<file path="config.mk">
export PLATFORM = sky130hd
export DESIGN_NAME = sum_display_7seg
export DESIGN_NICKNAME = d
export VERILOG_FILES = /design/src/rtl/seg7_pkg.sv /design/src/rtl/btn_debounce.sv /design/src/rtl/sum_display_7seg.sv
export SDC_FILE = /design/constraint.sdc
export NUM_CORES = 1
export LEC_CHECK = 0
export ABC_AREA = 1
export CAP_MARGIN = 5
export CORE_UTILIZATION = 30
export CTS_CLUSTER_DIAMETER = 40
export CTS_CLUSTER_SIZE = 24
export DETAILED_ROUTE_END_ITERATION = 7
export PLACE_DENSITY_LB_ADDON = 0.05
export RECOVER_POWER = 25
export SLEW_MARGIN = 20
export SYNTH_ARGS = -nofsm -noshare
export SYNTH_HDL_FRONTEND = slang
export SYNTH_SLANG_ARGS = --single-unit
export TNS_END_PERCENT = 1
</file>
<file path="constraint.sdc">
create_clock -name clk -period 3.96 [get_ports clk]
set_input_delay 0.792 -clock clk [delete_from_list [all_inputs] [get_ports clk]]
set_output_delay 0.792 -clock clk [all_outputs]
set_load 0.05 [all_outputs]
</file>
<file path="src/rtl/seg7_pkg.sv">
// Shared seven-segment constants and helpers for the lab-board display stages.
package seg7_pkg;

  // Active-low patterns, bit order {g,f,e,d,c,b,a}
  localparam logic [6:0] SEG_0     = 7'h40;
  localparam logic [6:0] SEG_1     = 7'h79;
  localparam logic [6:0] SEG_2     = 7'h24;
  localparam logic [6:0] SEG_3     = 7'h30;
  localparam logic [6:0] SEG_4     = 7'h19;
  localparam logic [6:0] SEG_5     = 7'h12;
  localparam logic [6:0] SEG_6     = 7'h02;
  localparam logic [6:0] SEG_7     = 7'h78;
  localparam logic [6:0] SEG_8     = 7'h00;
  localparam logic [6:0] SEG_9     = 7'h10;
  localparam logic [6:0] SEG_BLANK = 7'h7F;

  localparam logic DIG_ONES = 1'b0;
  localparam logic DIG_TENS = 1'b1;

  // Threshold compare and constant subtract; no multiplier or divider needed for 0..31.
  function automatic logic [5:0] bin5_to_bcd(input logic [4:0] value);
    logic [1:0] tens;
    logic [4:0] rem;
    if (value >= 5'd30) begin
      tens = 2'd3;
      rem  = value - 5'd30;
    end else if (value >= 5'd20) begin
      tens = 2'd2;
      rem  = value - 5'd20;
    end else if (value >= 5'd10) begin
      tens = 2'd1;
      rem  = value - 5'd10;
    end else begin
      tens = 2'd0;
      rem  = value;
    end
    return {tens, rem[3:0]};
  endfunction

  function automatic logic [6:0] seg_enc(input logic [3:0] digit);
    case (digit)
      4'd0:    return SEG_0;
      4'd1:    return SEG_1;
      4'd2:    return SEG_2;
      4'd3:    return SEG_3;
      4'd4:    return SEG_4;
      4'd5:    return SEG_5;
      4'd6:    return SEG_6;
      4'd7:    return SEG_7;
      4'd8:    return SEG_8;
      4'd9:    return SEG_9;
      default: return SEG_BLANK;
    endcase
  endfunction

endpackage

</file>
<file path="src/rtl/btn_debounce.sv">
// Button conditioner: 2-FF synchroniser, level debounce, one-cycle pulse on debounced rise.
module btn_debounce #(
  parameter int DEBOUNCE_CYCLES = 500000
) (
  input  logic clk,
  input  logic rst_n,
  input  logic btn,
  output logic press_pulse
);

  localparam int CW = (DEBOUNCE_CYCLES > 1) ? $clog2(DEBOUNCE_CYCLES) : 1;
  localparam logic [CW-1:0] CNT_LAST = CW'(DEBOUNCE_CYCLES - 1);

  logic          sync1;
  logic          sync2;
  logic          level;
  logic          level_prev;
  logic [CW-1:0] cnt;

  always_ff @(posedge clk or negedge rst_n) begin
    if (!rst_n) begin
      sync1      <= 1'b0;
      sync2      <= 1'b0;
      level      <= 1'b0;
      level_prev <= 1'b0;
      cnt        <= '0;
    end else begin
      sync1      <= btn;
      sync2      <= sync1;
      level_prev <= level;
      if (sync2 == level) begin
        cnt <= '0;
      end else if (cnt == CNT_LAST) begin
        level <= ~level;
        cnt   <= '0;
      end else begin
        cnt <= cnt + 1'b1;
      end
    end
  end

  // Combinational so the capture lands on the edge right after the level flips
  assign press_pulse = level & ~level_prev;

endmodule

</file>
<file path="src/rtl/sum_display_7seg.sv">
// Captures {cout,s} on a debounced button press and scans it as two decimal digits.
// Build option: define LEADING_ZERO_BLANK_EN to darken the tens digit when it is zero.
module sum_display_7seg
  import seg7_pkg::*;
#(
  parameter int DEBOUNCE_CYCLES = 500000,
  parameter int REFRESH_DIV     = 50000
) (
  input  logic       clk,
  input  logic       rst_n,
  input  logic       load_btn,
  input  logic [3:0] sum_in,
  input  logic       cout_in,
  output logic [6:0] seg_n,
  output logic [1:0] an_n,
  output logic       carry_led
);

  localparam int SW = $clog2(REFRESH_DIV);
  localparam logic [SW-1:0] SCAN_LAST = SW'(REFRESH_DIV - 1);

  logic          press_pulse;
  logic [4:0]    value_q;
  logic [SW-1:0] scan_cnt;
  logic          digit_sel;
  logic [5:0]    bcd;
  logic [1:0]    tens;
  logic [3:0]    ones;
  logic [1:0]    an_d;
  logic [6:0]    seg_d;

  btn_debounce #(
    .DEBOUNCE_CYCLES(DEBOUNCE_CYCLES)
  ) u_btn_debounce (
    .clk        (clk),
    .rst_n      (rst_n),
    .btn        (load_btn),
    .press_pulse(press_pulse)
  );

  always_comb begin
    bcd  = bin5_to_bcd(value_q);
    tens = bcd[5:4];
    ones = bcd[3:0];
    an_d  = 2'b10;
    seg_d = seg_enc(ones);
    if (digit_sel == DIG_TENS) begin
      an_d  = 2'b01;
      seg_d = seg_enc({2'b00, tens});
`ifdef LEADING_ZERO_BLANK_EN
      if (tens == 2'd0) begin
        an_d  = 2'b11;
        seg_d = SEG_BLANK;
      end
`endif
    end
  end

  always_ff @(posedge clk or negedge rst_n) begin
    if (!rst_n) begin
      value_q   <= '0;
      carry_led <= 1'b0;
      scan_cnt  <= '0;
      digit_sel <= DIG_ONES;
      an_n      <= 2'b11;
      seg_n     <= SEG_BLANK;
    end else begin
      if (press_pulse) begin
        value_q   <= {cout_in, sum_in};
        carry_led <= cout_in;
      end
      if (scan_cnt == SCAN_LAST) begin
        scan_cnt  <= '0;
        digit_sel <= ~digit_sel;
      end else begin
        scan_cnt <= scan_cnt + 1'b1;
      end
      an_n  <= an_d;
      seg_n <= seg_d;
    end
  end

endmodule

</file>
==> summary.txt <==
Status
  – Run status: finished with violations
  – Failing checks: capacitance limit, slew limit

Power
  – Overall power after layout: around 0.0011 W
  – Internal: ~0.00077 W
  – Share of power burned in the clock network: a little over a quarter
  – Pwr Density: 330 nW/µm²
  – NetSw: about 0.00032 W
  – Combinational share of power: 17.9%
  – Static leakage: roughly 1.5 nW
  – VDD IR max: 0.132 mV
  – Share of total power consumed by net switching: 29.2%
  – Share of power burned in registers: between 50% and 60%

Timing
  – Final total negative setup slack: 0 ps
  – Share of the clock period used by the worst path: just over 60%
  – Post-route minimum period: 2430 ps
  – Number of pins with negative max-slew slack in the final report: 30
  – Post-route clock skew: 10.7 ps
  – RSZ-0062 raised after global routing: false
  – Headroom to the max-slew limit: -2.34%
  – Number of endpoints failing setup at the final stage: 0
  – Worst Max-Slew Pin Slew: 1540 ps
  – Max Fclk: a little over 400 MHz
  – Final Hold Viols: 0

Die
  – Die Span Y: about 100 µm
  – Number of placement rows: 35
  – Die outline width: between 90 and 100 µm
  – Area inside the core boundary: 9240 µm²
  – Starting density of the core: a little under a third
  – Top-level port count: 18
  – Die area: about 10000 µm²

Setup path
  – CP startpoint kind: flip-flop
  – Sort of element at the end of the critical path: primary output
  – Highest cell delay on the worst timing path: 850 ps
  – CP top delay family: buffers and inverters
  – Cell chain of the critical path: clkdlybuf4s50_1
  – Crit path buf inv count: 1
  – Slowest CP cell: clkdlybuf4s50_1
  – Kind of critical path: flip-flop to primary output
  – Data arrival time at the worst-slack endpoint: around 1600 ps
  – WP data required: 3170 ps
  – Worst-path maximum fanout: 7

Final layout
  – Final nets: slightly below 400
  – Antenna diode count: 0
  – Post-route cell area: approximately 3300 µm²
  – Share of cells above drive strength 1: 10.5%
  – Post-synthesis to final-layout area growth: 14.2%

Clock network
  – Post-CTS Setup Repair Bufs: 0
  – Clock Pin Slew Worst Setup and Hold Paths: around 90 ps
  – H-tree lvl count: 2
  – CTS tree: yes
  – Clk root buf: clkbuf_8
  – Resized Gates After CTS: 0
  – Clock sinks: 54
  – Worst-Skew Late Latency: 300 ps
  – Number of hold-repair buffers added at the cts stage: 0
  – Bufs on Longest Clock Path: 2
  – Cts bufs inserted: 5

Detailed routing
  – Routed wire length per instance: around 11 µm
  – Antenna-violating nets left: 0
  – Violation count after the first detailed-routing iteration: between 60 and 70
  – Total number of vias: ~2,200
  – Number of remaining DRC errors: 0
  – Final routed wirelength across all metal layers: approximately 5.7 mm
  – TritonRoute pass-1 iters: 4
  – DR vias/cell: 4.35

Synthesis
  – Count of flip-flops with a built-in enable after synthesis: 0
  – Count of state elements after synthesis: 54
  – Adder-cell share of the synthesized area: under 10%
  – Post-synthesis mux area share: 0.784%
  – Simple logic cell fraction of the synthesized area: between 20% and 30%
  – Mapped Cells: ~350
  – Warnings, synthesis: 0
  – Post-synthesis cell type count: 32
  – Avg Cell Area, Syn: 8.25 µm²
  – Main combinational cell family by area after synthesis: simple AND/OR/NAND/NOR gates
  – Fraction of the mapped netlist area in compound gates: 8.15%
  – Nets in the synthesized netlist: approximately 370
  – FFs w/ async S/R, synth: 100%
  – Sequential fraction of the synthesis area: 47.5%
  – Post-synthesis xor/xnor area fraction: about 3.1%
  – Cell Area, Synth: 2870 µm²
  – Primary flip-flop cell chosen by synthesis mapping: dfrtp_1

Placement
  – Dpl hpwl: 4.26 mm
  – RePlAce Congestion: 0.806
  – Total of buffers placed on input and output ports: 17
  – Area post-placement: roughly 3200 µm²

Hold path
  – Class of the tightest hold or removal check: flip-flop to flip-flop

Global routing
  – Wire length of the first global-routing pass: between 10 and 15 mm
  – Number of global-route vias before repair: between 2,000 and 2,500
  – Global-route congestion overflow total: 0
  – GRT Resource Usage Total: between 10% and 20%
  – Initial antenna violation count: 0
  – Maximum number of pins on one net before global-route repair: 30

Job
  – Max-cap check violation count: 1
-- metrics by stage --
step / std cells / util, % / worst slack (ps) / hold slack (ps)
2_1_floorplan: 348 / - / 1870 / 331
3_3_place_gp: 495 / 34.7 / 1730 / 333
3_5_place_dp: 495 / 34.7 / 1660 / 337
4_1_cts: 502 / 35.5 / 1500 / 361
5_1_grt: 502 / 35.5 / 1330 / 363
6_report: 502 / 35.5 / 1530 / 356
-- flip-flops by register name (all words and copies together), names as in the netlist --
name and flops:
an_n 2, carry_led 1, digit_sel 1, scan_cnt 16, seg_n 7, u_btn_debounce.cnt 19
u_btn_debounce.level 1, u_btn_debounce.level_prev 1, u_btn_debounce.sync1 1, u_btn_debounce.sync2 1, value_q 4
-- cells in the final DEF, fill, tap and decap left out, types with 4 or more instances in the layout --
cell             instances
o21ai_0                  9
nor2_1                  51
nor4_1                   4
nor3_1                  10
xor2_1                   8
inv_1                   54
dfstp_2                  9
dfrtp_1                 45
a21oi_1                 21
ha_1                     9
nand2_1                 62
clkbuf_8                 5
nand3_1                 19
nand2_2                  4
nand4_1                 13
clkdlybuf4s50_1         15
-- kinds of logic after synthesis --
family | count (synthesis)
AOI/OAI and AO/OA | 40
xor gates and xnor gates | 10
adders and majority gates | 9
buffers and inverters | 58
DFF | 54
muxes | 2
and+or+nand+nor | 175
-- worst reg2reg max path, stage by stage, from the launching register on --
cell and delay (ps):
dfrtp_1 490, inv_1 140, ha_1 190, inv_1 50, a21oi_1 160, nand2_1 190
nand2_1 110, nand2_1 50, nand2_1 120, inv_1 90, ha_1 270, inv_1 30
nand3_1 90, nand2_1 50, o21ai_1 130, nand2_1 60, nand2_1 70
-- cell type report --
cell class                      count  area [µm²]
Fill cell                         981        5960
Tap cell                          129         161
Clock buffer                        6        72.6
Multi-Input combinational cell    236        1280
Timing Repair Buffer               19         179
Clock inverter                      1        7.51
Sequential cell                    54        1360
Inverter                           57         214
-- worst paths after layout --
kind / from / endpoint / slack [ps] / cells past startpoint
worst max-delay path: carry_led / carry_led / 1530 / 1
worst min-delay path: u_btn_debounce.sync1 / u_btn_debounce.sync2 / 360 / 0
worst max register to register: value_q[2] / seg_n[3] / 1610 / 16
worst min register to register: u_btn_debounce.sync1 / u_btn_debounce.sync2 / 360 / 0
max in group asynchronous: rst_n / value_q[3] / 2150 / 2
min in group asynchronous: rst_n / scan_cnt[14] / 850 / 1
-- Yosys cell counts (all sizes together), types with 5 or more instances --
cell / count / area, µm²
nor2: 56 / 233
inv: 57 / 214
nor4: 5 / 46.3
nand4: 13 / 81.3
xor2: 8 / 70.1
nand2: 68 / 280
nor3: 11 / 60.1
ha: 9 / 113
dfrtp: 45 / 1130
dfstp: 9 / 236
nand3: 20 / 113
o21ai: 12 / 60.1
a21oi: 23 / 138
-- routing by layer --
layer	wire length, µm	share of wire, %	track usage [%]
met5	0	0	0
met2	2470	43	20.5
met4	51	0.89	3.62
met3	182	3.2	2.72
met1	3010	53	18.2
-- power groups by stage --
stage	registers (W)	clock network, W	logic, W
final	0.000593	0.000297	0.000194
after global routing	0.000596	0.000336	0.000214
after CTS	0.000594	0.000320	0.000197
after detailed placement	0.000604	0	0.000196
after global placement	0.000604	0	0.000198
after floorplan	0.000662	0	0.0000751
(Power assumes the default switching activity.)
